`src/rtl/ntcrack_multilane_ctrl.sv`:
```
// Multi-lane cracking sequencer: hash load, fill/run/check batches
// over LANES md4 lanes, with a match FIFO drained byte-wise by the host.
module ntcrack_multilane_ctrl #(
  parameter int LANES       = 4,
  parameter int MAX_PW_LEN  = 20,
  parameter int MATCH_DEPTH = 8
) (
  input  logic                          clk,
  input  logic                          rst,
  input  logic [7:0]                    new_hash_byte,
  input  logic                          store_hash_byte,
  input  logic                          go,
  input  logic                          stop,
  output logic                          your_turn,
  output logic                          busy,
  output logic                          match_found,
  output logic [7:0]                    password_byte,
  input  logic                          match_ack,
  output logic                          inc_trigger,
  input  logic                          inc_done,
  input  logic [8*MAX_PW_LEN-1:0]       inc_chars,
  input  logic [4:0]                    inc_len,
  input  logic                          inc_exhausted,
  output logic [LANES-1:0]              lane_irdy,
  output logic [8*MAX_PW_LEN*LANES-1:0] lane_chars,
  output logic [5*LANES-1:0]            lane_len,
  input  logic [LANES-1:0]              lane_ordy,
  input  logic [128*LANES-1:0]          lane_hash,
  output logic                          chk_newrdy,
  output logic                          chk_checkrdy,
  output logic [127:0]                  chk_hash,
  input  logic                          chk_resultrdy,
  input  logic                          chk_matchfound
);

  localparam int CW  = 8 * MAX_PW_LEN;
  localparam int EW  = CW + 5;
  localparam int AW  = $clog2(MATCH_DEPTH);
  localparam int LIW = (LANES > 1) ? $clog2(LANES) : 1;

  typedef enum logic [3:0] {
    S_IDLE, S_HGAP, S_HNEW, S_HWAIT,
    S_FTRIG, S_FWAIT, S_RUN, S_RWAIT,
    S_CSEL, S_CREQ, S_CWAIT, S_CPUSH
  } state_e;

  state_e               state_q, state_d;
  logic [3:0]           hidx_q, hidx_d;
  logic [LIW-1:0]       lane_q, lane_d;
  logic [LANES-1:0]     valid_q, valid_d;
  logic                 exh_q, exh_d;
  logic [127:0]         hash_q, hash_d;
  logic [CW*LANES-1:0]  chars_q, chars_d;
  logic [5*LANES-1:0]   len_q, len_d;

  logic [EW-1:0]        mem_q [MATCH_DEPTH];
  logic [AW:0]          wr_q, rd_q;
  logic [4:0]           bcnt_q, bcnt_d;

  logic                 push, pop, empty, full;
  logic                 ack_ok, last_b;
  logic                 adv, finish;
  logic                 lane_last;
  logic [EW-1:0]        push_data;
  logic [EW-1:0]        head;
  logic [CW-1:0]        head_chars;
  logic [4:0]           bsel, offs;

  assign empty = (wr_q == rd_q);
  assign full  = (wr_q[AW] != rd_q[AW]) &&
                 (wr_q[AW-1:0] == rd_q[AW-1:0]);
  assign last_b = (bcnt_q == 5'(MAX_PW_LEN));
  assign ack_ok = match_ack && !empty;
  assign pop    = ack_ok && last_b;
  assign lane_last = (lane_q == LIW'(LANES - 1));

  assign push_data = {chars_q[CW*lane_q +: CW], len_q[5*lane_q +: 5]};

  assign head       = mem_q[rd_q[AW-1:0]];
  assign head_chars = head[EW-1:5];
  assign bsel       = last_b ? 5'd0 : bcnt_q;
  assign offs       = 5'(MAX_PW_LEN - 1) - bsel;

  // Readout byte: chars MSB-first, then the length byte
  always_comb begin
    password_byte = 8'h00;
    if (!empty) begin
      if (last_b) password_byte = {3'b000, head[4:0]};
      else        password_byte = head_chars[8*offs +: 8];
    end
  end

  assign match_found  = !empty;
  assign your_turn    = (state_q == S_IDLE);
  assign busy         = !(state_q == S_IDLE || state_q == S_HGAP ||
                          state_q == S_HNEW || state_q == S_HWAIT);
  assign inc_trigger  = (state_q == S_FTRIG);
  assign lane_irdy    = (state_q == S_RUN) ? valid_q : '0;
  assign chk_newrdy   = (state_q == S_HNEW);
  assign chk_checkrdy = (state_q == S_CREQ);
  assign chk_hash     = hash_q;
  assign lane_chars   = chars_q;
  assign lane_len     = len_q;

  // Main sequencer next-state and datapath updates
  always_comb begin
    state_d = state_q;
    hidx_d  = hidx_q;
    lane_d  = lane_q;
    valid_d = valid_q;
    exh_d   = exh_q;
    hash_d  = hash_q;
    chars_d = chars_q;
    len_d   = len_q;
    push    = 1'b0;
    adv     = 1'b0;
    finish  = 1'b0;
    unique case (state_q)
      S_IDLE: begin
        if (go) begin
          state_d = S_FTRIG;
          lane_d  = '0;
          valid_d = '0;
          exh_d   = 1'b0;
        end else if (store_hash_byte) begin
          hash_d[8*(4'd15 - hidx_q) +: 8] = new_hash_byte;
          if (hidx_q == 4'd15) begin
            hidx_d  = 4'd0;
            state_d = S_HNEW;
          end else begin
            hidx_d  = hidx_q + 4'd1;
            state_d = S_HGAP;
          end
        end
      end
      S_HGAP:  state_d = S_IDLE;
      S_HNEW:  state_d = S_HWAIT;
      S_HWAIT: if (chk_resultrdy) state_d = S_IDLE;
      S_FTRIG: state_d = S_FWAIT;
      S_FWAIT: begin
        if (inc_done) begin
          if (inc_exhausted) begin
            exh_d   = 1'b1;
            state_d = S_RUN;
          end else begin
            chars_d[CW*lane_q +: CW] = inc_chars;
            len_d[5*lane_q +: 5]     = inc_len;
            valid_d[lane_q]          = 1'b1;
            if (lane_last) begin
              state_d = S_RUN;
            end else begin
              lane_d  = lane_q + 1'b1;
              state_d = S_FTRIG;
            end
          end
        end
      end
      S_RUN:   state_d = S_RWAIT;
      S_RWAIT: begin
        if ((lane_ordy & valid_q) == valid_q) begin
          lane_d  = '0;
          state_d = S_CSEL;
        end
      end
      S_CSEL: begin
        if (!valid_q[lane_q]) begin
          finish = 1'b1;
        end else begin
          hash_d  = lane_hash[128*lane_q +: 128];
          state_d = S_CREQ;
        end
      end
      S_CREQ:  state_d = S_CWAIT;
      S_CWAIT: begin
        if (chk_resultrdy) begin
          if (chk_matchfound) state_d = S_CPUSH;
          else                adv = 1'b1;
        end
      end
      S_CPUSH: begin
        if (!full || pop) begin
          push = 1'b1;
          adv  = 1'b1;
        end
      end
      default: state_d = S_IDLE;
    endcase
    if (adv) begin
      if (lane_last) begin
        finish = 1'b1;
      end else begin
        lane_d  = lane_q + 1'b1;
        state_d = S_CSEL;
      end
    end
    if (finish) begin
      lane_d = '0;
      if (exh_q || stop) begin
        state_d = S_IDLE;
      end else begin
        valid_d = '0;
        state_d = S_FTRIG;
      end
    end
  end

  // Readout byte counter advance on accepted acks
  always_comb begin
    bcnt_d = bcnt_q;
    if (ack_ok) bcnt_d = last_b ? 5'd0 : bcnt_q + 5'd1;
  end

  // Sequencer, lane and FIFO pointer state
  always_ff @(posedge clk or posedge rst) begin
    if (rst) begin
      state_q <= S_IDLE;
      hidx_q  <= '0;
      lane_q  <= '0;
      valid_q <= '0;
      exh_q   <= 1'b0;
      hash_q  <= '0;
      chars_q <= {(MAX_PW_LEN*LANES){8'h20}};
      len_q   <= '0;
      wr_q    <= '0;
      rd_q    <= '0;
      bcnt_q  <= '0;
    end else begin
      state_q <= state_d;
      hidx_q  <= hidx_d;
      lane_q  <= lane_d;
      valid_q <= valid_d;
      exh_q   <= exh_d;
      hash_q  <= hash_d;
      chars_q <= chars_d;
      len_q   <= len_d;
      bcnt_q  <= bcnt_d;
      if (push) wr_q <= wr_q + 1'b1;
      if (pop)  rd_q <= rd_q + 1'b1;
    end
  end

  // Match FIFO storage; validity is tracked by the pointers alone
  always_ff @(posedge clk) begin
    if (push) mem_q[wr_q[AW-1:0]] <= push_data;
  end

endmodule
```
`config.mk`:
```
export PLATFORM = sky130hd
export DESIGN_NAME = ntcrack_multilane_ctrl
export DESIGN_NICKNAME = d
export VERILOG_FILES = /design/src/rtl/ntcrack_multilane_ctrl.sv
export SDC_FILE = /design/constraint.sdc
export NUM_CORES = 2
export LEC_CHECK = 0
export CAP_MARGIN = 40
export CORE_AREA = 2 2 579 581
export DETAILED_ROUTE_END_ITERATION = 10
export DIE_AREA = 0 0 581 583
export PLACE_DENSITY_LB_ADDON = 0.05
export SYNTH_ARGS = -nofsm -noshare
export SYNTH_HDL_FRONTEND = slang
export SYNTH_SLANG_ARGS = --single-unit
```
`constraint.sdc`:
```
create_clock -name clk -period 32 [get_ports clk]
set_input_delay 9.6 -clock clk [delete_from_list [all_inputs] [get_ports clk]]
set_output_delay 9.6 -clock clk [all_outputs]
set_load 0.005 [all_outputs]
```
==> metrics.md <==
| Metric | Value |
|---|---|
| CP arrival | approximately 6.4 ns |
| Dpl ws | 16.78 ns |
| Fin crit share | 0.4991 |
| Clock transition at path regs | around 0.06 ns |
| Synthesis warning total | 0 |
| Row cnt | ~210 |
| Synth Area in Compound Gates | 0.09754 |
| Clock insertion delay at the later pin of the skew report | between 0.9 and 1 ns |
| Largest family of logic cells by synthesized area | multiplexers |
| Total GRT Usage | 0.3751 |
| Die span in x | around 580 um |
| Hold Crit Class | reg -> reg |
| Core area | between 300000 and 400000 um^2 |
| Crit start category | flip-flop |
| Synth-to-layout area growth | 32.52% |
| Grt ovf | 0 |
| Pre-Repair DR Iteration Count | 6 |
| Cts hold-fix bufs | 0 |
| Post-CTS setup buffers | 0 |
| Post-DRT Antenna Nets | 0 |
| Mapped Nets | approximately 7200 |
| PortBufs | around 1500 |
| Overall die height | a little under 600 um |
| Number of fillers in the final layout | 31577 |
| Fmax | ~0.063 GHz |
| Post-synthesis sequential area ratio | 0.6316 |
| Setup TNS Final | 0 ns |
| Global-route wire length before repair | a little over 800000 um |
| Initial Util | 0.2866 |
| Multiplexer share of the synthesized area | 0.1795 |
| Clk sinks | about 2100 |
| Final min period | between 15 and 20 ns |
| Routed wire per std cell | 49.71 um |
| Leakage | about 43 nW |
| Post-Synth Simple-Gate Area | 0.06210 |
| Placed insts | around 12000 |
| Synth Register Bits | between 2000 and 2500 |
| CTS tree | done |
| Share of layout cells above drive strength 1 | 0.1850 |
| Psw | around 4.3 mW |
| Slew HR | 0.2599 |
| Synth unique cells | 83 |
| Total routed wirelength | approximately 650000 um |
| Slew @ Worst Pin | 1.107 ns |
| CTS Buf Count | 266 |
| Unrepaired setup endpoints after global routing | false |
| I/O pins | roughly 1500 |
| Drt via density | just under 6 |
| Mapped Area | about 95000 um^2 |
| Die Area | roughly 340000 um^2 |
| Most used flip-flop cell after synthesis | edfxtp_1 |
| Endpoints failing setup | 0 |
| Syn avg cell area | 14.61 um^2 |
| Largest net degree at the start of global routing | 158 |
| Final hold viol count | 0 |
| Initial drt markers | ~11000 |
| Pins Over Slew Limit | 0 |
| Post-CTS sizing | 0 |
| Clock network power share | 0.281 |
| Sequential power share | 0.337 |
| Switching Share | 0.3980 |
| Path type of the worst setup path | reg -> out |
| Dpl hpwl | 501800 um |
| CP endpoint kind | primary output |
| Residual DRC | 0 |
| Clock skew | approximately 0.067 ns |
| Combinational share of power | 0.382 |
| # nets final | just under 9000 |
| Routability cong. | 1.260 |
| Syn Inst Count | approximately 6500 |
| Crit Path Max Fanout | 38 |
| Clk buf depth | 4 |
| Synth Area in XOR/XNOR | 0.001287 |
| CTS root buf | clkbuf_16 |
| PwrDens | approximately 86 nW/um^2 |
| Max-Cap Viols | 0 |
| Synth Area in Adders | 0.001970 |
| Non-Filler Instances | roughly 13000 |
| Post-route worst setup slack | around 16 ns |
| Worst VDD drop | 0.00005517 V |
| CTS H-tree lvls | 5 |
| Outcome | complete, no violations |
| Critical path required time | roughly 22 ns |
| Initial antenna violation count | 334 |
| Detailed-route via count | approximately 76000 |
| Post-synth ARST share | 0.3820 |
| Post-synth EDFFs | roughly 1300 |
| Power Internal | approximately 6.5 mW |
| Vias in the first global route | between 60000 and 70000 |
-- cell usage after synthesis (all sizes together) (6+ instances only) --
| cell | count | area share |
|---|---|---|
| a21oi | 311 | 0.016 |
| mux2 | 95 | 0.011 |
| a2111oi | 8 | 0.00075 |
| buf | 188 | 0.011 |
| nand4 | 16 | 0.0011 |
| nor2b | 31 | 0.0020 |
| o22ai | 51 | 0.0033 |
| mux2i | 154 | 0.016 |
| a221oi | 33 | 0.0030 |
| nand2 | 734 | 0.029 |
| a21o | 8 | 0.00063 |
| inv | 49 | 0.0019 |
| edfxtp | 1320 | 0.42 |
| dfrtp | 736 | 0.19 |
| o21ai | 630 | 0.033 |
| o31ai | 7 | 0.00060 |
| nand2b | 53 | 0.0036 |
| a22o | 213 | 0.020 |
| a22oi | 175 | 0.014 |
| a211oi | 15 | 0.0012 |
| nor3 | 27 | 0.0015 |
| nand3b | 6 | 0.00047 |
| dfstp | 80 | 0.022 |
| nand3 | 41 | 0.0022 |
| o211ai | 6 | 0.00047 |
| and3 | 16 | 0.0011 |
| nor2 | 394 | 0.016 |
| and2 | 10 | 0.00066 |
| or2 | 40 | 0.0027 |
| xor2 | 11 | 0.0010 |
| a31oi | 16 | 0.0011 |
| clkbuf | 320 | 0.013 |
| nor3b | 7 | 0.00055 |
| mux4 | 643 | 0.15 |
| ha | 15 | 0.0020 |
| nor4 | 7 | 0.00053 |
-- area by class of cell --
cell class | instances | area, um^2 | share of cell area
clock inverter | 121 | 1282 | 0.01016
tap | 4387 | 5489 | 0.04349
timing repair buffer | 1724 | 17600 | 0.1395
antenna | 488 | 1221 | 0.009674
multi-input combinational | 3827 | 32870 | 0.2604
inverter | 50 | 191.4 | 0.001517
clock buffer | 354 | 7387 | 0.05852
sequential | 2136 | 60180 | 0.4767
-- layer usage --
metal / GRT usage / wire length [um]
met2: 0.5028 / 260300
met3: 0.1295 / 64260
met1: 0.5143 / 278700
met4: 0.2332 / 46510
met5: 0 / 767
-- worst paths after layout --
check                         startpoint                to  slack, ns  depth (start not counted)
max                              rd_q[0]  password_byte[4]      16.03                         10
min                        chk_hash[126]     chk_hash[126]       0.49                          2
max reg2reg                    lane_q[0]     chk_hash[114]      26.27                          7
min reg2reg                chk_hash[126]     chk_hash[126]       0.49                          2
max in group asynchronous            rst   lane_chars[336]      18.44                          9
min in group asynchronous            rst       lane_len[2]       9.03                          2
-- power groups by stage --
| stage | Clock, mW | Combinational [mW] | Sequential (mW) |
|---|---|---|---|
| 2_1_floorplan | 0 | 1.84 | 3.54 |
| 3_3_place_gp | 0 | 3.98 | 3.68 |
| 3_5_place_dp | 0 | 4.03 | 3.68 |
| 4_1_cts | 3.09 | 4.05 | 3.63 |
| 5_1_grt | 3.19 | 4.22 | 3.65 |
| 6_report | 3.05 | 4.13 | 3.65 |
-- registers in the layout, indices dropped and copies added, names as in the netlist --
name        flops
lane_len       20
lane_q          2
bcnt_q          5
rd_q            4
wr_q            4
lane_chars    640
valid_q         4
exh_q           1
state_q         4
hidx_q          4
chk_hash      128
mem_q        1320
-- cell families (layout without fill, tap and decap cells) --
logic type,count (synthesis),after routing
mux,892,892
compound gates,1511,1511
simple gates,1395,1395
flops,2136,2136
buf+inv,558,2249
xor+xnor,14,14
other cells,0,488
fa+ha+maj,15,15
-- critical path, cell delays in order, from the launching register on --
cell and delay, ns:
dfrtp_4 0.79, buf_4 0.69, buf_4 0.69, buf_4 0.30
buf_16 0.29, mux4_2 0.55, mux4_2 0.50, o311ai_1 0.49
nor3_1 0.12, o311a_1 0.46, clkdlybuf4s50_1 0.49
-- through the flow --
| step | hold WS (ns) | util | total power [mW] | area [um^2] |
|---|---|---|---|---|
| 6_report | 0.4861 | 0.3798 | 10.82 | 126200 |
| 5_1_grt | 0.4876 | 0.3782 | 11.07 | 125700 |
| 4_1_cts | 0.4827 | 0.3754 | 10.77 | 124800 |
| 3_5_place_dp | 0.4666 | 0.3494 | 7.711 | 116100 |
| 3_3_place_gp | 0.4617 | 0.3464 | 7.666 | 115100 |
| 2_1_floorplan | 0.4574 | - | 5.383 | 95250 |
-- placed cells by master (no fill, tap or decap), types with 18 or more instances in the layout --
cell,synthesis,routed
o22ai_1,51,51
nor2_1,389,374
nand3_1,41,41
clkbuf_1,318,57
a22oi_1,175,175
o21ai_0,594,594
mux4_2,643,643
nand2b_1,52,50
clkbuf_8,0,23
bufinv_16,0,18
clkdlybuf4s50_1,0,1502
buf_4,24,153
or2_2,39,39
edfxtp_1,1320,1320
diode_2,0,488
mux2i_1,154,154
inv_1,48,47
buf_16,0,30
nor3_1,26,21
clkinv_1,1,43
dfrtp_1,736,730
dfstp_2,80,80
clkinv_2,0,31
clkbuf_16,0,274
mux2_2,95,95
o21ai_1,36,36
a22o_1,213,213
buf_12,0,20
nand2_1,733,728
a21oi_1,310,310
a221oi_1,33,33
nor2b_1,31,29
Power figures use the tool's default switching activity.
